--- src/rtl/rggen_bit_field_if_driver.sv ---
// Initiator for the bit-field access interface. Each accepted request produces
// exactly one single-cycle access strobe, and the captured read data goes back
// on a valid/ready response channel. A request with an all-zero mask is
// answered with an error response and no access is made.
//
// state    | meaning
// ---------+-----------------------------------------------------------
// IDLE     | ready for a request
// ACCESS   | strobe asserted for one cycle; read data captured at its end
// RESPONSE | response held until the consumer accepts it
module rggen_bit_field_if_driver #(
  parameter int WIDTH          = 8,
  parameter bit MASK_READ_DATA = 1'b1
) (
  input  logic             i_clk,
  input  logic             i_rst_n,
  input  logic             i_req_valid,
  output logic             o_req_ready,
  input  logic             i_req_write,
  input  logic [WIDTH-1:0] i_req_mask,
  input  logic [WIDTH-1:0] i_req_data,
  output logic             o_bit_field_valid,
  output logic [WIDTH-1:0] o_bit_field_read_mask,
  output logic [WIDTH-1:0] o_bit_field_write_mask,
  output logic [WIDTH-1:0] o_bit_field_write_data,
  input  logic [WIDTH-1:0] i_bit_field_read_data,
  output logic             o_rsp_valid,
  input  logic             i_rsp_ready,
  output logic [WIDTH-1:0] o_rsp_data,
  output logic             o_rsp_error
);

  typedef enum logic [1:0] {
    IDLE,
    ACCESS,
    RESPONSE
  } state_t;

  state_t           state;
  state_t           state_next;
  logic             write_q;
  logic [WIDTH-1:0] mask_q;
  logic [WIDTH-1:0] data_q;
  logic [WIDTH-1:0] rsp_data_q;
  logic             rsp_error_q;
  logic             req_accept;
  logic             req_empty_mask;
  logic             rsp_accept;

  assign req_accept     = i_req_valid && (state == IDLE);
  assign req_empty_mask = (i_req_mask == '0);
  assign rsp_accept     = i_rsp_ready && (state == RESPONSE);

  // State register; reset drops any in-flight request.
  always_ff @(posedge i_clk or negedge i_rst_n) begin
    if (!i_rst_n) begin
      state <= IDLE;
    end else begin
      state <= state_next;
    end
  end

  // Next-state logic and interface outputs derived from the current state.
  always_comb begin
    state_next             = state;
    o_req_ready            = 1'b0;
    o_bit_field_valid      = 1'b0;
    o_bit_field_read_mask  = '0;
    o_bit_field_write_mask = '0;
    o_bit_field_write_data = '0;
    o_rsp_valid            = 1'b0;
    case (state)
      IDLE: begin
        o_req_ready = 1'b1;
        if (req_accept) begin
          state_next = req_empty_mask ? RESPONSE : ACCESS;
        end
      end
      ACCESS: begin
        o_bit_field_valid = 1'b1;
        if (write_q) begin
          o_bit_field_write_mask = mask_q;
          o_bit_field_write_data = data_q;
        end else begin
          o_bit_field_read_mask = mask_q;
        end
        state_next = RESPONSE;
      end
      RESPONSE: begin
        o_rsp_valid = 1'b1;
        if (rsp_accept) begin
          state_next = IDLE;
        end
      end
      default: begin
        state_next = IDLE;
      end
    endcase
  end

  // Request capture on accept.
  always_ff @(posedge i_clk or negedge i_rst_n) begin
    if (!i_rst_n) begin
      write_q <= 1'b0;
      mask_q  <= '0;
      data_q  <= '0;
    end else if (req_accept) begin
      write_q <= i_req_write;
      mask_q  <= i_req_mask;
      data_q  <= i_req_data;
    end
  end

  // Response payload: error on empty mask, otherwise read data sampled at the end of ACCESS.
  always_ff @(posedge i_clk or negedge i_rst_n) begin
    if (!i_rst_n) begin
      rsp_data_q  <= '0;
      rsp_error_q <= 1'b0;
    end else if (req_accept && req_empty_mask) begin
      rsp_data_q  <= '0;
      rsp_error_q <= 1'b1;
    end else if (state == ACCESS) begin
      rsp_error_q <= 1'b0;
      if (write_q) begin
        rsp_data_q <= '0;
      end else if (MASK_READ_DATA) begin
        rsp_data_q <= i_bit_field_read_data & mask_q;
      end else begin
        rsp_data_q <= i_bit_field_read_data;
      end
    end
  end

  assign o_rsp_data  = rsp_data_q;
  assign o_rsp_error = rsp_error_q;

endmodule
--- config.mk ---
export PLATFORM = sky130hd
export DESIGN_NAME = rggen_bit_field_if_driver
export DESIGN_NICKNAME = d
export VERILOG_FILES = /design/src/rtl/rggen_bit_field_if_driver.sv
export SDC_FILE = /design/constraint.sdc
export NUM_CORES = 1
export LEC_CHECK = 0
export BUFFER_PORTS_ARGS = -buffer_cell sky130_fd_sc_hd__clkbuf_2
export CAP_MARGIN = 30
export CORE_UTILIZATION = 46
export DETAILED_ROUTE_END_ITERATION = 8
export HOLD_SLACK_MARGIN = 0.08
export PLACE_DENSITY = 0.9
export SKIP_LAST_GASP = 1
export SYNTH_ARGS = -nofsm -noshare
export SYNTH_HDL_FRONTEND = slang
export SYNTH_SLANG_ARGS = --single-unit
--- constraint.sdc ---
create_clock -name i_clk -period 1.8 [get_ports i_clk]
set_clock_uncertainty 0.2 [all_clocks]
set_input_delay 0.27 -clock i_clk [delete_from_list [all_inputs] [get_ports i_clk]]
set_output_delay 0.27 -clock i_clk [all_outputs]
set_load 0.05 [all_outputs]
# After elaboration in Yosys (flattened, before gate mapping)
# Index checks and enable logic that the tools add are counted.
# W data, S select, Z words.
# totals
ff_bits,28
input_bits,29
out_inout_bits,36
wordCells,36
# op_classes
eq_ne,4
mux,18
n_bitwise,1
reduce_logical,7
# ops
op,n
$mux W8,9
$and A8 B8 Y8,1
$logic_not A8 Y1,1
$mux W2,3
$pmux W2 S3,1
$mux W1,5
$ne A2 B2 Y1 const B,2
$logic_and A1 B1 Y1,3
$eq A2 B1 Y1 const B,1
$eq A2 B2 Y1 const B,1
$logic_not A2 Y1,1
$reduce_and A2 Y1,1
$reduce_bool A2 Y1,1

# Longest topological paths before layout
# logic_depth
ltp_word,4
ltp_mapped,5
depth_no_buf,3

# Worst setup path before layout
# No wires, ideal clock.
# synth_path
kind,reg-to-reg
start,reg state[1]
end,reg data_q[7]
setup_ps,125
arrival_time_ps,1915
t_required_ps,1475
path_slack_ps,-440
path_stages_with_launch,6
n_path_buf,2
period_less_slack_ps,2240
path_cell_list,dfrtp_1 > nor2_1 > and2_1 > buf_6 > buf_6 > mux2_4
# synth_via
elab_chain_len,2
# synth_lines
item,line,text
from (decl),39,state_t state;
from (signal assigned),59,state <= state_next;
$logic_not A2 Y1,50,assign req_accept = i_req_valid && (state == IDLE);
$logic_and A1 B1 Y1,50,
to (signal assigned),110,data_q <= i_req_data;
to (decl),43,logic [WIDTH-1:0] data_q;
# No other way between the ends.
# A chain may end at the register's enable or synchronous reset.

# Worst setup path in the final report
# layout_path
start,reg state[0]
end,out o_bit_field_write_data[3]
# layout_via
elab_chain_len,2
# layout_lines
item,line,text
$eq A2 B1 Y1,72,case (state)
$mux W8,72,
to (decl),25,"output logic [WIDTH-1:0] o_bit_field_write_data,"
# No other way between the ends.

==> run_results.csv <==
group,metric,value,unit
global_routing,grt_max_degree,20,
pwr,p_leak,1.22,nW
routing,wl_per_cell,22.6,um
routing,avgViaCountPerCell,6.10,
synth,synth.ff_latch_count,28,
pwr,p_seq_frac,0.298,
placed_design,routabilityCongestion,0.809,
sta,slew_violations,0,
critical_path,crit_start,"state[0]$_DFFE_PN0P_",
critical_path,cpLargestDelayFamily,"flip-flops",
status,violations,"DRC, setup timing",
run,drv_cap,0,
synth,mappedNetlistArea,1380,um^2
final_layout,fillCellCount,90,
placed_design,dp.cells,215,
pwr,finalPower,4.17,mW
final_layout,nets,253,
global_routing,grt_usage,0.359,
pwr,ir_drop,0.00117,V
final_layout,final_util,0.933,
routing,firstDrtPassIters,6,
cts,clkTransAtPathRegs,0.16,ns
synth,synth_fa_ha_area_frac,0,
sta,rsz0062_at_grt,"true",
synth,synth_compound_area_frac,0.0986,
synth,synth_area_per_cell,11.9,um^2
status,outcome,"complete, but fails checks",
global_routing,grt_overflow,0,
final_layout,final_area,2620,um^2
sta,setup_viol,36,
placed_design,portBuffers,64,
cts,cts_sinks,28,
critical_path,worstPathMaxFanout,8,
routing,ant_nets,0,
final_layout,seqCellArea,703,um^2
critical_path,cp_data_required_time,1.33,ns
synth,ys_seq_area_frac,0.507,
floorplan,die-area,3230,um^2
cts,cts_root_buf,"clkbuf_4",
critical_path,ff2ff_path_depth,4,
final_layout,layout-drive-gt1-share,0.601,
critical_path,cp_num_cells,4,
final_layout,synthToLayoutAreaGrowth,89.2,%
critical_path,cp_num_buf_inv,2,
global_routing,antenna_found_initial,0,
routing,drt_wl_total,5.75,mm
critical_path,rrSetupSlack,0.05,ns
hold_path,worstHoldPathType,"in -> async",
floorplan,die_w,56.8,um
placed_design,dp_hpwl,2.65,mm
sta,worst_pin_slew,0.339,ns
sta,max_freq,491,MHz
final_layout,multiInputGateArea,742,um^2
floorplan,rows,19,
floorplan,die_y,56.8,um
critical_path,timing.rr.start,"state[0]$_DFFE_PN0P_",
critical_path,endpoint_kind,"output pin",
final_layout,fin_cells,254,
synth,yosys.area_share.simple,0.193,
synth,async_reset_ff_frac,1.00,
synth,synth_top_family_by_area,"simple AND/OR/NAND/NOR gates",
routing,drc,14,
synth,netlist_instances,116,
floorplan,ios,65,
floorplan,core_area,2810,um^2
cts,cts_buffer_depth,2,
cts,cts_tree,"done",
sta,finalCriticalPeriod,2.04,ns
critical_path,critPathSlowestCell,"dfrtp_2",
synth,ys.flop_type,"dfrtp_1",
sta,hold_viol,0,
synth,synth_edf_count,0,
final_layout,insertedDiodeCount,0,
synth,muxShareOfSynthArea,0.160,
pwr,power_density,1600,nW/um^2
pwr,switchingPower,1.99,mW
global_routing,grt_pass1_vias,1647,
cts,clk-insertion-delay-late,0.34,ns
synth,synthXorXnorAreaFrac,0,
cts,numCtsBuffers,3,
synth,ys_warn_count,0,
critical_path,r2r-end,"mask_q[5]$_DFFE_PN0P_",
floorplan,start_util,0.493,
cts,htree_levels,1,
routing,num_vias,1550,
critical_path,start_kind,"register",
sta,relSlewSlack,0.774,
placed_design,place_ws,0.00932,ns
pwr,p_int,2.19,mW
critical_path,slowest_delay,0.45,ns
pwr,pwr-share-comb,0.633,
placed_design,placed_cell_area,1880,um^2
routing,drt-initial-drc-count,109,
global_routing,grt_pass1_wl,8.52,mm
synth,syn_nets,145,
critical_path,critPathKind,"reg -> out",
sta,layout_setup_ws,-0.237,ns
pwr,switching_share,0.476,
pwr,clkPwrFrac,0.069,
sta,post-route-period-util,1.13,
critical_path,crit_end,"o_bit_field_write_data[3]",
synth,yosysUniqueCellTypes,20,
critical_path,arrival,1.57,ns
critical_path,critical_path.cell_chain,"nor2b_4, buf_6, and3_1, buf_8",
## flip-flops by register name (all words and copies together) (netlist names)
register,count
mask_q,8
write_q,1
o_rsp_error,1
state,2
o_rsp_data,8
data_q,8
## worst register-to-register path: cells and delay by family, from the launching register on
kind                   cells  cell delay, ns
AND/OR/NAND/NOR            2            0.47
flip-flops                 1            0.48
buffers and inverters      1            0.16
multiplexers               1            0.34
## repair_timing
item	in CTS	in global routing
endpoints found under the hold margin	54	0
buffers inserted	6	1
endpoints found under the setup margin	27	47
hold buffers	27	0
pin swaps	2	3
cloned	1	1
resized for setup	66	21
## power by group through the flow
stage,Clock (mW),Combinational (mW),Sequential (mW)
2_1_floorplan,0,1.28,1.39
3_3_place_gp,0,1.95,1.16
3_5_place_dp,0,2.01,1.19
4_1_cts,0.273,2.45,1.18
5_1_grt,0.306,2.73,1.26
6_report,0.286,2.64,1.24
## per-stage QoR
| step | hold WS [ns] | setup TNS (ns) |
|---|---|---|
| floorplan | -0.226 | -0.0642 |
| global placement | -0.0353 | 0 |
| detailed placement | -0.0261 | 0 |
| CTS | 0.146 | -3.53 |
| global route | 0.148 | -6.22 |
| finish | 0.144 | -4.93 |
## per-layer routing
metal  routed length [um]  GRT usage
met5                    0          0
met4                  308      0.188
met3                  404     0.0668
met2                 2930      0.653
met1                 2100      0.393
## area by class of cell
type	count	area share
Clock buffer	4	0.0100
Multi-Input combinational cell	79	0.284
Sequential cell	28	0.269
Inverter	2	0.00287
Timing Repair Buffer	110	0.420
Tap cell	31	0.0148
## cells in the mapped netlist, types with 4 or more instances
cell type / instances / area share
a32oi_1: 8 / 0.051
and2_1: 9 / 0.041
and3_1: 16 / 0.072
clkbuf_1: 4 / 0.011
dfrtp_1: 28 / 0.51
mux2_2: 9 / 0.073
mux2_4: 8 / 0.087
nand2b_1: 8 / 0.036
nor2b_1: 4 / 0.018
o21ai_1: 8 / 0.029
## cell families after synthesis
group                  Yosys count
AOI/OAI and AO/OA               19
buffers and inverters           10
muxes                           17
DFF                             28
and+or+nand+nor                 42
## worst min-delay path by stage
| stage | to | slack (ns) |
|---|---|---|
| CTS | o_rsp_data[5]$_DFFE_PN0P_ | 0.15 |
| floorplan | data_q[0]$_DFFE_PN0P_ | -0.23 |
| finish | o_rsp_data[5]$_DFFE_PN0P_ | 0.14 |
| detailed placement | o_rsp_data[5]$_DFFE_PN0P_ | -0.03 |
| global route | o_rsp_data[0]$_DFFE_PN0P_ | 0.15 |
| global placement | o_rsp_data[5]$_DFFE_PN0P_ | -0.04 |
## cells in the final DEF, fill, tap and decap left out
cell	n
clkbuf_2	37
dlygate4sd3_1	27
o21bai_1	1
buf_12	2
a221o_1	1
clkbuf_16	8
nor2b_1	2
dfrtp_2	2
nor2_4	2
nand2b_1	8
and2_2	9
clkbuf_1	1
mux2_4	8
inv_1	2
o21ai_1	8
buf_6	6
and3_4	12
buf_8	8
o2bb2ai_1	1
clkbuf_8	8
buf_4	14
and3_1	4
a32oi_1	8
or4_4	2
dfrtp_1	26
clkbuf_4	3
nor3b_2	1
mux2_2	9
and2_4	1
nor2b_4	2
No activity file was read; power rests on OpenSTA's default activity.
